<file path="src/rtl/mcu_mailbox.sv">
`default_nettype none
// ============================================================================
// Module   : mcu_mailbox
// Purpose  : Mailbox between the MCU GPIO pair and the DDS control path.
//            Signed frequency-change samples are buffered in a FIFO, and each
//            accepted sample raises an irq pulse. One-shot MCU commands pop a
//            sample, load the DDS phase increment (with a timed load strobe)
//            or clear the sticky status flags.
// Ports    : aclk            - system clock (single domain)
//            reset           - synchronous active-high reset
//            fq_change       - signed 8-bit frequency-change sample
//            fq_change_valid - push strobe, one sample per cycle high
//            from_mcu        - MCU command word: [31:28] cmd, [27:0] data
//            to_mcu          - registered response word
//            phase_inc       - DDS phase increment
//            phase_inc_valid - DDS load strobe, STROBE_CYCLES wide
//            irq             - retriggerable pulse per accepted push
//            irq_pending     - high while the FIFO holds data
//            fifo_level      - number of FIFO entries
// Options  : define MCU_MAILBOX_TIMESTAMP_EN to store a 16-bit free-running
//            timestamp with every sample and return it in to_mcu[23:8].
// Revision : 1.0 - initial release
// ============================================================================
module mcu_mailbox #(
  parameter int unsigned PHASE_INC_WIDTH = 27,
  parameter int unsigned FIFO_DEPTH      = 8,
  parameter int unsigned IRQ_CYCLES      = 4,
  parameter int unsigned STROBE_CYCLES   = 2
) (
  input  logic                         aclk,
  input  logic                         reset,
  input  logic [7:0]                   fq_change,
  input  logic                         fq_change_valid,
  input  logic [31:0]                  from_mcu,
  output logic [31:0]                  to_mcu,
  output logic [PHASE_INC_WIDTH-1:0]   phase_inc,
  output logic                         phase_inc_valid,
  output logic                         irq,
  output logic                         irq_pending,
  output logic [$clog2(FIFO_DEPTH):0]  fifo_level
);

  localparam int unsigned c_AW    = $clog2(FIFO_DEPTH);
  localparam int unsigned c_LW    = c_AW + 1;
  localparam int unsigned c_IRQ_W = $clog2(IRQ_CYCLES + 1);
  localparam int unsigned c_STB_W = $clog2(STROBE_CYCLES + 1);

  localparam logic [c_LW-1:0]    c_FULL      = c_LW'(FIFO_DEPTH);
  localparam logic [c_IRQ_W-1:0] c_IRQ_LOAD  = c_IRQ_W'(IRQ_CYCLES);
  localparam logic [c_STB_W-1:0] c_STB_LOAD  = c_STB_W'(STROBE_CYCLES);

  localparam logic [3:0] c_CMD_NOP = 4'd0;
  localparam logic [3:0] c_CMD_GET = 4'd1;
  localparam logic [3:0] c_CMD_SET = 4'd2;
  localparam logic [3:0] c_CMD_CLR = 4'd3;

  // --------------------------------------------------------------------------
  // State
  // --------------------------------------------------------------------------
  logic                       armed_q, armed_d;
  logic [31:0]                resp_q, resp_d;
  logic                       ovf_q, ovf_d;
  logic                       ill_q, ill_d;
  logic [c_LW-1:0]            level_q, level_d;
  logic [c_AW-1:0]            wr_ptr_q, wr_ptr_d;
  logic [c_AW-1:0]            rd_ptr_q, rd_ptr_d;
  logic [7:0]                 mem_q [FIFO_DEPTH];
  logic [7:0]                 mem_d [FIFO_DEPTH];
  logic [PHASE_INC_WIDTH-1:0] phase_q, phase_d;
  logic [c_STB_W-1:0]         stb_cnt_q, stb_cnt_d;
  logic [c_IRQ_W-1:0]         irq_cnt_q, irq_cnt_d;

  // --------------------------------------------------------------------------
  // Decode
  // --------------------------------------------------------------------------
  logic [3:0]  w_cmd;
  logic [27:0] w_data;
  logic        w_unused_data;
  logic        w_accept, w_get, w_set, w_clr, w_ill;
  logic        w_full, w_pop, w_push, w_drop;
  logic [15:0] w_head_ts;

  assign w_cmd  = from_mcu[31:28];
  assign w_data = from_mcu[27:0];
  // Data bits above the phase increment width carry no meaning.
  assign w_unused_data = ^w_data;

  // A command fires once on its first armed cycle; only a NOP re-arms, so a
  // held or directly changed command word never fires a second time.
  assign w_accept = armed_q && (w_cmd != c_CMD_NOP);
  assign w_get    = w_accept && (w_cmd == c_CMD_GET);
  assign w_set    = w_accept && (w_cmd == c_CMD_SET);
  assign w_clr    = w_accept && (w_cmd == c_CMD_CLR);
  assign w_ill    = w_accept && (w_cmd > c_CMD_CLR);

  assign w_full = (level_q == c_FULL);
  assign w_pop  = w_get && (level_q != '0);
  // A pop frees a slot in the same cycle, so a full FIFO can still accept.
  assign w_push = fq_change_valid && (!w_full || w_pop);
  assign w_drop = fq_change_valid && w_full && !w_pop;

  // --------------------------------------------------------------------------
  // Optional timestamp storage
  // --------------------------------------------------------------------------
`ifdef MCU_MAILBOX_TIMESTAMP_EN
  logic [15:0] ts_q, ts_d;
  logic [15:0] ts_mem_q [FIFO_DEPTH];
  logic [15:0] ts_mem_d [FIFO_DEPTH];

  always_comb begin
    ts_d     = ts_q + 16'd1;
    ts_mem_d = ts_mem_q;
    if (w_push) begin
      ts_mem_d[wr_ptr_q] = ts_q;
    end
  end

  always_ff @(posedge aclk) begin
    if (reset) begin
      ts_q     <= '0;
      ts_mem_q <= '{default: '0};
    end else begin
      ts_q     <= ts_d;
      ts_mem_q <= ts_mem_d;
    end
  end

  assign w_head_ts = ts_mem_q[rd_ptr_q];
`else
  assign w_head_ts = 16'd0;
`endif

  // --------------------------------------------------------------------------
  // Next-state logic
  // --------------------------------------------------------------------------
  always_comb begin
    armed_d   = armed_q;
    resp_d    = resp_q;
    ovf_d     = ovf_q;
    ill_d     = ill_q;
    level_d   = level_q;
    wr_ptr_d  = wr_ptr_q;
    rd_ptr_d  = rd_ptr_q;
    mem_d     = mem_q;
    phase_d   = phase_q;
    stb_cnt_d = stb_cnt_q;
    irq_cnt_d = irq_cnt_q;

    // Handshake
    if (w_cmd == c_CMD_NOP) begin
      armed_d = 1'b1;
    end else if (w_accept) begin
      armed_d = 1'b0;
    end

    // Sticky flags: a clear accepted in the same cycle as a new event wins.
    if (w_clr) begin
      ovf_d = 1'b0;
      ill_d = 1'b0;
    end else begin
      ovf_d = ovf_q | w_drop;
      ill_d = ill_q | w_ill;
    end

    // FIFO
    if (w_push) begin
      mem_d[wr_ptr_q] = fq_change;
      wr_ptr_d        = wr_ptr_q + c_AW'(1);
    end
    if (w_pop) begin
      rd_ptr_d = rd_ptr_q + c_AW'(1);
    end
    case ({w_push, w_pop})
      2'b10:   level_d = level_q + c_LW'(1);
      2'b01:   level_d = level_q - c_LW'(1);
      default: level_d = level_q;
    endcase

    // Response word; fields not touched by a command keep their last value.
    if (w_accept) begin
      resp_d[31:28] = w_cmd;
      resp_d[27]    = ovf_d;
      resp_d[25]    = ill_d;
      resp_d[24]    = 1'b0;
      if (w_get) begin
        resp_d[26]   = w_pop;
        resp_d[23:8] = w_pop ? w_head_ts : 16'd0;
        resp_d[7:0]  = w_pop ? mem_q[rd_ptr_q] : 8'd0;
      end
    end

    // Phase increment load and strobe (a reload restarts the full strobe)
    if (w_set) begin
      phase_d   = w_data[PHASE_INC_WIDTH-1:0];
      stb_cnt_d = c_STB_LOAD;
    end else if (stb_cnt_q != '0) begin
      stb_cnt_d = stb_cnt_q - c_STB_W'(1);
    end

    // irq pulse, retriggered by every stored sample
    if (w_push) begin
      irq_cnt_d = c_IRQ_LOAD;
    end else if (irq_cnt_q != '0) begin
      irq_cnt_d = irq_cnt_q - c_IRQ_W'(1);
    end
  end

  // --------------------------------------------------------------------------
  // Registers
  // --------------------------------------------------------------------------
  always_ff @(posedge aclk) begin
    if (reset) begin
      armed_q   <= 1'b1;
      resp_q    <= '0;
      ovf_q     <= 1'b0;
      ill_q     <= 1'b0;
      level_q   <= '0;
      wr_ptr_q  <= '0;
      rd_ptr_q  <= '0;
      mem_q     <= '{default: '0};
      phase_q   <= '0;
      stb_cnt_q <= '0;
      irq_cnt_q <= '0;
    end else begin
      armed_q   <= armed_d;
      resp_q    <= resp_d;
      ovf_q     <= ovf_d;
      ill_q     <= ill_d;
      level_q   <= level_d;
      wr_ptr_q  <= wr_ptr_d;
      rd_ptr_q  <= rd_ptr_d;
      mem_q     <= mem_d;
      phase_q   <= phase_d;
      stb_cnt_q <= stb_cnt_d;
      irq_cnt_q <= irq_cnt_d;
    end
  end

  // --------------------------------------------------------------------------
  // Outputs (all derived directly from registers)
  // --------------------------------------------------------------------------
  assign to_mcu          = resp_q;
  assign phase_inc       = phase_q;
  assign phase_inc_valid = (stb_cnt_q != '0);
  assign irq             = (irq_cnt_q != '0);
  assign irq_pending     = (level_q != '0);
  assign fifo_level      = level_q;

endmodule
`default_nettype wire
</file>
<file path="config.mk">
export PLATFORM = sky130hd
export DESIGN_NAME = mcu_mailbox
export DESIGN_NICKNAME = d
export VERILOG_FILES = /design/src/rtl/mcu_mailbox.sv
export SDC_FILE = /design/constraint.sdc
export NUM_CORES = 1
export LEC_CHECK = 0
export BUFFER_PORTS_ARGS = -buffer_cell sky130_fd_sc_hd__buf_2
export CORE_MARGIN = 2
export CORE_UTILIZATION = 45
export DETAILED_ROUTE_END_ITERATION = 16
export PLACE_DENSITY = 0.78
export SYNTH_ARGS = -nofsm -noshare
export SYNTH_HDL_FRONTEND = slang
export SYNTH_SLANG_ARGS = --single-unit
</file>
<file path="constraint.sdc">
create_clock -name aclk -period 8.17 [get_ports aclk]
set_clock_uncertainty 0.15 [all_clocks]
set_input_delay 1.634 -clock aclk [delete_from_list [all_inputs] [get_ports aclk]]
set_output_delay 1.634 -clock aclk [all_outputs]
set_load 0.05 [all_outputs]
</file>
Yosys cells after proc, flatten, opt, wreduce, memory -nomap -nowiden
Cells that the tools add are included.

Register bits: 124. Latch bits: 0. Memory bits (writable): 0. ROM bits: 0. Output and inout port bits: 66. Memories: 0.

Add/sub/neg operators: 6. Multipliers: 0. Divide/modulo/power cells: 0. Order comparisons: 4. Equality and inequality tests: 6. Shift operators: 0. Mux-type cells: 14. Bitwise gates (word level): 4. Reductions and logical operators: 25.

Operators with widths (count): 64-bit bitwise mux (1); 8-bit two-way mux (4); 8-bit binary-select mux with 3-bit select (1); 8-bit demux with 3-bit select (1); 1-bit logical AND (10); 4-bit by 2-bit == test with 1-bit output (second input constant) (2); 4-bit >= comparator (second input constant) (2); 3-bit NOT with 4-bit output (2); 4-bit case mux with 2 select lines (1); 2-bit nonzero test (4); 4-bit nonzero test (2); 3-bit by 1-bit adder with 3-bit output (second input constant) (2); 3-bit two-way mux (2); 2-bit OR reduction (3); 4-bit by 1-bit adder with 4-bit output (second input constant) (1); 4-bit by 1-bit == test with 1-bit output (second input constant) (1); 4-bit == test (second input constant) (1); 4-bit by 2-bit > comparator with 1-bit output (second input constant) (1); 4-bit zero test (1); 4-bit by 1-bit < comparator with 1-bit output (second input constant) (1); 2-bit two-way mux (2); 4-bit by 1-bit subtractor with 4-bit output (second input constant) (1); 3-bit nonzero test (1); 3-bit by 1-bit subtractor with 3-bit output (second input constant) (1); 8 further kinds (11).

Logic depth before layout (Yosys ltp)
Gate-level depths: netlist of the first run.

Depth in word-level cells: 8. Depth in mapped cells: 13. Mapped depth without buffers: 11.

Least setup slack after synthesis of the first run
OpenSTA, ideal clock, no wires.

Path type: input -> register. Start: in from_mcu[31]. End: reg level_q[3], in the netlist fifo_level[3]. Arrival: 3.841 ns. Data required time: 7.899 ns. Setup slack: 4.058 ns. Stages on the path: 10. Path buffers: 2. Path through: buf_2 -> nand4bb_4 -> o21ai_2 -> buf_6 -> and2_1 -> inv_1 -> ha_1 -> or3_1 -> o32ai_1 -> mux2_2.

Word-level cells in the longest chain between the ends: 8.

Ends and longest elaborated chain: start: declaration (line 34) `input logic [31:0] from_mcu,`; 4-bit nonzero test (line 90) `assign w_accept = armed_q && (w_cmd != c_CMD_NOP);`; 1-bit logical AND (line 90); 1-bit logical AND * (line 91) `assign w_get = w_accept && (w_cmd == c_CMD_GET);`; 1-bit logical AND * (line 97) `assign w_pop = w_get && (level_q != '0);`; 1-bit logical OR (line 99) `assign w_push = fq_change_valid && (!w_full || w_pop);`; 1-bit logical AND (line 99); 2-bit by 1-bit == test with 1-bit output or 2-bit == test (tied branches) (line 173) `case ({w_push, w_pop})`; 4-bit case mux with 2 select lines or 2-bit nonzero test (tied branches); end signal: assignment (line 229) `level_q <= level_d;`; end: declaration (line 64) `logic [c_LW-1:0] level_q, level_d;`.

Every way passes the cells marked *; elsewhere a longest branch is shown, timed or not. A chain may end at the register's enable or synchronous reset.

Worst setup path after layout of the first run
Same ends and word-level chain as after synthesis.

==> impl_metrics.tcl, run 1 <==
set metrics [dict create \
    min_path_type "reg2reg" \
    path_depth 9 \
    cap_violations 0 \
    grt_start_max_net_pins 77 \
    area_growth_pct 19.1 \
    clk_pin_slew_ns 0.06 \
    crit_family "simple AND/OR/NAND/NOR gates" \
    postLayoutCellArea_sq_um 6480 \
    die_width_um 114 \
    postCtsHoldBufs 0 \
    drc 0 \
    ant_nets 0 \
    crit_arrival_ns 4.34 \
    powerDensity_nw_per_um2 241 \
    diodes 0 \
    avgViaCountPerCell 5.34 \
    worst_pin_slew_ns 1.19 \
    yosys_warnings 0 \
    postCtsSetupRepairBufs 0 \
    design.portCount 109 \
    status "finished clean" \
    fmax_mhz 239 \
    grt.total_usage 0.197 \
    drive_gt1_frac 0.247 \
    die_y_um 114 \
    initial_core_util 0.457 \
    r2r_slack_ns 4.94 \
    r2r_start "armed_q$_SDFFE_PP1P_" \
    cts_resized 0 \
    grt_setup_unrepaired "no" \
    synth-seq-cells 124 \
    startpoint_type "input port" \
    r2r-end "fifo_level[3]$_SDFFE_PP0P_" \
    regArea_sq_um 2480 \
    startpoint "from_mcu[31]" \
    first_global_vias 4169 \
    cts_htree_levels 4 \
    synth_seq_area_share 0.456 \
    hpwl_um 7790 \
    drt_wl_total_um 12500 \
    end_kind "flip-flop" \
    ys_types 51 \
    r2r_cells 8 \
    sw_frac_of_total 0.241 \
    switchingPower_mw 0.377 \
    slew_headroom 0.204 \
    antenna_found_initial 0 \
    worstPathRequired_ns 8.32 \
    pwr-share-clk 0.509 \
    finalCriticalPeriod_ns 4.18 \
    cts_tree "done" \
    worstSetupPathType "in2reg" \
    clock_sinks 124 \
    hold_end "stb_cnt_q[0]$_SDFFE_PP0P_" \
    leakage_nw 3.02 \
    first_pass_iters 4 \
    finalSetupViolCount 0 \
    overflow 0 \
    fin_setup_tns_ns 0 \
    clock_latency_ns 0.41 \
    min_from "stb_cnt_q[0]$_SDFFE_PP0P_" \
    drv_slew 0 \
    worstPathCellList "buf_2 -> nand4bb_4 -> o21ai_2 -> and2_1 -> inv_1 -> ha_1 -> or3_1 -> o32ai_1 -> mux2_2" \
    rows 40 \
    grt_pass1_wl_um 19800 \
    routedWlPerCell_um 16.0 \
    io_buffers 90 \
    vias 4177 \
    async_flop_share 0 \
    critPathBufInv 2 \
    root_buffer "clkbuf_16" \
    max_stage_delay_ns 0.55 \
    p_total_mw 1.56 \
    multi_input_area_sq_um 2670 \
    critical-path-slowest-cell "o21ai_2" \
    die-area_sq_um 13000 \
    pwr-share-seq 0.404 \
    postPlaceCellArea_sq_um 5860 \
    netlist_instances 546 \
    syn_area_sq_um 5440 \
    fin_crit_sh 0.512 \
    cts_buffers 17 \
    power_frac_comb 0.087 \
    finalWeightedCongestion 0.746 \
    vdd_ir_drop_max_v 0.000197 \
    final_nets 673 \
    min_path_cells 1 \
    clock_path_buffers 2 \
    synth_ff_type "dfxtp_1" \
    drt_iter0_markers 286 \
    synth_edf_count 0 \
    core_sq_um 11900 \
    internal_power_mw 1.19 \
    fillers 1024 \
    crit_fanout 12 \
    syn_avg_cell_area_sq_um 9.97 \
    finalHoldViolCount 0 \
]
## how the worst max path moves through the flow
stage,end
finish,fifo_level[3]$_SDFFE_PP0P_
global route,fifo_level[2]$_SDFFE_PP0P_
CTS,fifo_level[3]$_SDFFE_PP0P_
detailed placement,fifo_level[3]$_SDFFE_PP0P_
global placement,fifo_level[3]$_SDFFE_PP0P_
floorplan,fifo_level[3]$_SDFFE_PP0P_
## power groups by stage
stage          clock network, mW  registers, mW  logic, mW
2_1_floorplan                  0          0.656     0.0944
3_3_place_gp                   0          0.643      0.130
3_5_place_dp                   0          0.644      0.134
4_1_cts                    0.801          0.631      0.135
5_1_grt                    0.826          0.633      0.146
6_report                   0.795          0.631      0.135
## final cells by class
class	instances	area share
clock buffers	21	0.0710
clock inverters	11	0.0257
inverters	10	0.00579
multi-input cells	375	0.412
flip-flops and latches	124	0.383
well taps	147	0.0284
repair buffers	94	0.0741
## synth_stat cells, drive strengths merged (5+ instances only)
cell / number / area share
dfxtp: 124 / 0.46
a21oi: 41 / 0.038
clkbuf: 15 / 0.011
nor2: 16 / 0.012
mux2: 10 / 0.021
mux4: 16 / 0.071
inv: 10 / 0.0069
mux2i: 67 / 0.12
nand2: 140 / 0.097
nor2b: 5 / 0.0057
a22o: 8 / 0.013
ha: 8 / 0.018
buf: 38 / 0.048
## worst reg2reg max path, cell delays in order, from the launching register on
cell and delay, ns:
dfxtp_1 0.52, nand4bb_4 0.18, o21ai_2 0.56, and2_1 0.31
inv_1 0.11, ha_1 0.38, or3_1 0.39, o32ai_1 0.15
mux2_2 0.37
## cells in the final DEF (no fill, tap or decap), types with 4 or more instances in the layout
cell type / Yosys / final
mux4_1: 7 / 7
nand2_1: 140 / 140
a21oi_1: 41 / 41
bufinv_16: 0 / 4
nor2_1: 15 / 15
nor2b_1: 5 / 5
mux2_2: 10 / 10
dfxtp_1: 124 / 124
buf_4: 19 / 4
inv_1: 8 / 8
buf_2: 12 / 90
xor2_1: 4 / 4
a22o_1: 8 / 8
mux4_2: 9 / 9
conb_1: 1 / 17
clkbuf_16: 0 / 17
ha_1: 8 / 8
mux2i_1: 67 / 67
## through the flow
step	utilization	setup WS [ns]	instances	hold slack, ns
final	0.544	3.99	782	0.295
after global routing	0.544	3.78	782	0.314
after CTS	0.544	4.00	782	0.298
after detailed placement	0.492	3.58	750	0.292
after global placement	0.492	3.66	750	0.274
after floorplan	-	4.06	562	0.265
## cells by family (layout without fill, tap and decap cells)
group | count (synthesis) | in the layout | synth area share
AND/OR/NAND/NOR | 188 | 188 | 0.164
flip-flops | 124 | 124 | 0.456
multiplexers | 93 | 93 | 0.215
AO/OA/AOI/OAI | 63 | 63 | 0.0708
buffers and inverters | 63 | 136 | 0.0653
adder cells (fa/ha/maj) | 8 | 8 | 0.0184
XOR/XNOR | 6 | 6 | 0.00966
other | 1 | 17 | 0.000689
## layer usage
| metal | track usage | share of wire |
|---|---|---|
| met1 | 0.217 | 0.42 |
| met2 | 0.362 | 0.51 |
| met3 | 0.0484 | 0.054 |
| met4 | 0.0764 | 0.015 |
| met5 | 0 | 0 |
## sequential cells by signal (all words and copies together) (netlist names)
| signal | cells |
|---|---|
| mem_q | 64 |
| phase_inc | 27 |
| to_mcu | 15 |
| fifo_level | 4 |
| irq_cnt_q | 3 |
| rd_ptr_q | 3 |
| wr_ptr_q | 3 |
| stb_cnt_q | 2 |
| armed_q | 1 |
| ill_q | 1 |
| ovf_q | 1 |
(Power assumes the default switching activity.)
==> run 2, diff against run 1 <==
--- a/config.mk
+++ b/config.mk
@@ -5,6 +5,7 @@
 export SDC_FILE = /design/constraint.sdc
 export NUM_CORES = 1
 export LEC_CHECK = 0
+export ABC_AREA = 1
 export BUFFER_PORTS_ARGS = -buffer_cell sky130_fd_sc_hd__buf_2
 export CORE_MARGIN = 2
 export CORE_UTILIZATION = 45
==> constraint.sdc (replaced) <==
create_clock -name aclk -period 3.95 [get_ports aclk]
set_clock_uncertainty 0.15 [all_clocks]
set_input_delay 0.79 -clock aclk [delete_from_list [all_inputs] [get_ports aclk]]
set_output_delay 0.79 -clock aclk [all_outputs]
set_load 0.05 [all_outputs]
==> run 2 against run 1 <==
Compared with the run above: synthesized cell count increased by 62%; critical path depth decreased by 4; critical path type is now reg2out; non-clock buffer count rose by 2; cell area increased by 7.4%; sequential cell count is the same; total power up 120%; die area increased by 9.1%; first-iteration DRC count up 26%; sequential share of layout area fell by 2.6 points.
==> impl_metrics.tcl, run 2 <==
set metrics [dict create \
    startpoint_type "flip-flop" \
    vias 5312 \
    rows 42 \
    cts_buffers 17 \
    p_total_mw 3.37 \
    first_global_vias 5130 \
    synth_top_area_frac 0.417 \
    worst_pin_slew_ns 1.07 \
    ys_types 27 \
    clock_latency_ns 0.42 \
    grt_pass1_wl_um 23700 \
    pwr-share-seq 0.393 \
    r2r_start "armed_q$_SDFFE_PP1P_" \
    critPathBufInv 3 \
    drc 0 \
    core_sq_um 13100 \
    end_kind "primary output" \
    powerDensity_nw_per_um2 484 \
    min_path_cells 1 \
    hpwl_um 8730 \
    die_width_um 119 \
    r2r_cells 12 \
    die_y_um 119 \
    syn_area_sq_um 5960 \
    power_frac_comb 0.111 \
    fin_crit_sh 0.648 \
    grt_setup_unrepaired "no" \
    finalWeightedCongestion 0.823 \
    postCtsHoldBufs 0 \
    finalCriticalPeriod_ns 2.56 \
    cap_violations 0 \
    drt_wl_total_um 13900 \
    fin_setup_tns_ns 0 \
    worstSetupPathType "reg2out" \
    crit_family "adder cells" \
    slew_headroom 0.283 \
    cts_resized 0 \
    avgViaCountPerCell 4.66 \
    fillers 1261 \
    initial_core_util 0.455 \
    vdd_ir_drop_max_v 0.000299 \
    synth-seq-cells 124 \
    synthTopCellsByArea "dfxtp_1 42%, nand2_1 15%, nor2_1 13%" \
    async_flop_share 0 \
    clk_pin_slew_ns 0.06 \
    hold_end "stb_cnt_q[0]$_SDFFE_PP0P_" \
    worstPathCellList "inv_1 -> ha_1 -> ha_1 -> inv_1 -> buf_2" \
    leakage_nw 3.54 \
    drive_gt1_frac 0.161 \
    final_nets 1002 \
    yosys_warnings 0 \
    first_pass_iters 5 \
    min_path_type "reg2reg" \
    finalSetupViolCount 0 \
    synth_top_area_cell "dfxtp_1" \
    routedWlPerCell_um 12.2 \
    clock_path_buffers 2 \
    pwr-share-clk 0.496 \
    drv_slew 0 \
    synth_ff_type "dfxtp_1" \
    critical-path-slowest-cell "dfxtp_1" \
    crit_arrival_ns 1.62 \
    finalHoldViolCount 0 \
    syn_avg_cell_area_sq_um 6.73 \
    status "finished clean" \
    largest-register "mem_q" \
    largest_reg_flops 64 \
    grt_start_max_net_pins 53 \
    grt.total_usage 0.210 \
    min_from "stb_cnt_q[0]$_SDFFE_PP0P_" \
    internal_power_mw 2.49 \
    area_growth_pct 16.9 \
    final_common_cell "nand2_1" \
    sw_frac_of_total 0.261 \
    overflow 0 \
    worstPathRequired_ns 3.01 \
    crit_fanout 6 \
    fmax_mhz 391 \
    diodes 0 \
    antenna_found_initial 0 \
    synth_most_common_cell "nand2_1" \
    clock_sinks 124 \
    cts_htree_levels 4 \
    postCtsSetupRepairBufs 0 \
    ant_nets 0 \
    root_buffer "clkbuf_16" \
    synth_seq_area_share 0.417 \
    switchingPower_mw 0.880 \
    synthTopCellsByCount "235 x nand2_1, 208 x nor2_1, 124 x dfxtp_1" \
    r2r_slack_ns 1.52 \
    design.portCount 109 \
    synth_edf_count 0 \
    netlist_instances 885 \
    io_buffers 90 \
    final_cell_mix "235 x nand2_1, 208 x nor2_1, 124 x dfxtp_1" \
    drt_iter0_markers 361 \
    max_stage_delay_ns 0.34 \
    r2r-end "fifo_level[2]$_SDFFE_PP0P_" \
    die-area_sq_um 14200 \
    cts_tree "done" \
]
-- run 2: worst max path at each step --
stage | from | cells after the start | slack, ns | end
2_1_floorplan | from_mcu[30] | 11 | 1.37 | fifo_level[2]$_SDFFE_PP0P_
3_3_place_gp | from_mcu[30] | 12 | 1.02 | fifo_level[2]$_SDFFE_PP0P_
3_5_place_dp | from_mcu[30] | 12 | 0.98 | fifo_level[2]$_SDFFE_PP0P_
4_1_cts | irq_cnt_q[0]$_SDFFE_PP0P_ | 5 | 1.35 | irq
5_1_grt | from_mcu[30] | 12 | 1.26 | fifo_level[2]$_SDFFE_PP0P_
6_report | irq_cnt_q[0]$_SDFFE_PP0P_ | 5 | 1.39 | irq
-- run 2: worst reg2reg max path: stages (launching register included) --
cell and delay (ns):
dfxtp_1 0.40, nand2_1 0.12, inv_2 0.09, nand3_4 0.21, nand2_8 0.23, nand2_4 0.09
ha_1 0.25, xor2_1 0.18, ha_1 0.19, a21oi_1 0.15, xnor2_1 0.09, o21ai_0 0.14
inv_1 0.05
-- run 2: stage by stage --
step | hold slack, ns | setup slack, ns | std cells | utilization | instance area (sq um)
final | 0.306 | 1.39 | 1140 | 0.532 | 6960
after global routing | 0.325 | 1.26 | 1140 | 0.532 | 6960
after CTS | 0.312 | 1.35 | 1140 | 0.532 | 6960
after detailed placement | 0.299 | 0.984 | 1108 | 0.483 | 6320
after global placement | 0.282 | 1.02 | 1108 | 0.483 | 6320
after floorplan | 0.263 | 1.37 | 901 | - | 6020
-- run 2: cells by family (layout without fill, tap and decap cells) --
| group | Yosys count | after routing | share of synthesized area |
|---|---|---|---|
| flip-flops | 124 | 124 | 0.417 |
| AND/OR/NAND/NOR | 523 | 523 | 0.373 |
| XOR/XNOR | 5 | 5 | 0.00735 |
| AO/OA/AOI/OAI | 65 | 65 | 0.0546 |
| buffers and inverters | 159 | 222 | 0.131 |
| other | 1 | 17 | 0.000630 |
| adder cells (fa/ha/maj) | 8 | 8 | 0.0168 |
-- run 2: power groups by stage --
stage / logic, mW / registers [mW] / clock network [mW]
global route: 0.419 / 1.33 / 1.75
CTS: 0.375 / 1.32 / 1.70
floorplan: 0.261 / 1.40 / 0
finish: 0.373 / 1.32 / 1.67
global placement: 0.367 / 1.35 / 0
detailed placement: 0.373 / 1.35 / 0
-- run 2: layout make-up --
cell class	count	area, sq um	area share
clock buffers	19	453	0.0650
flip-flops and latches	124	2480	0.357
repair buffers	96	508	0.0730
inverters	94	353	0.0507
multi-input cells	618	2760	0.396
well taps	176	220	0.0316
clock inverters	13	190	0.0273
-- run 2: layer usage --
layer	wire, um	vias to the layer above	track usage	part of all wire
li1	-	2780	-	-
met1	6020	2336	0.251	0.43
met2	6410	175	0.349	0.46
met3	1200	21	0.0694	0.086
met4	254	0	0.0833	0.018
met5	0	-	0	0
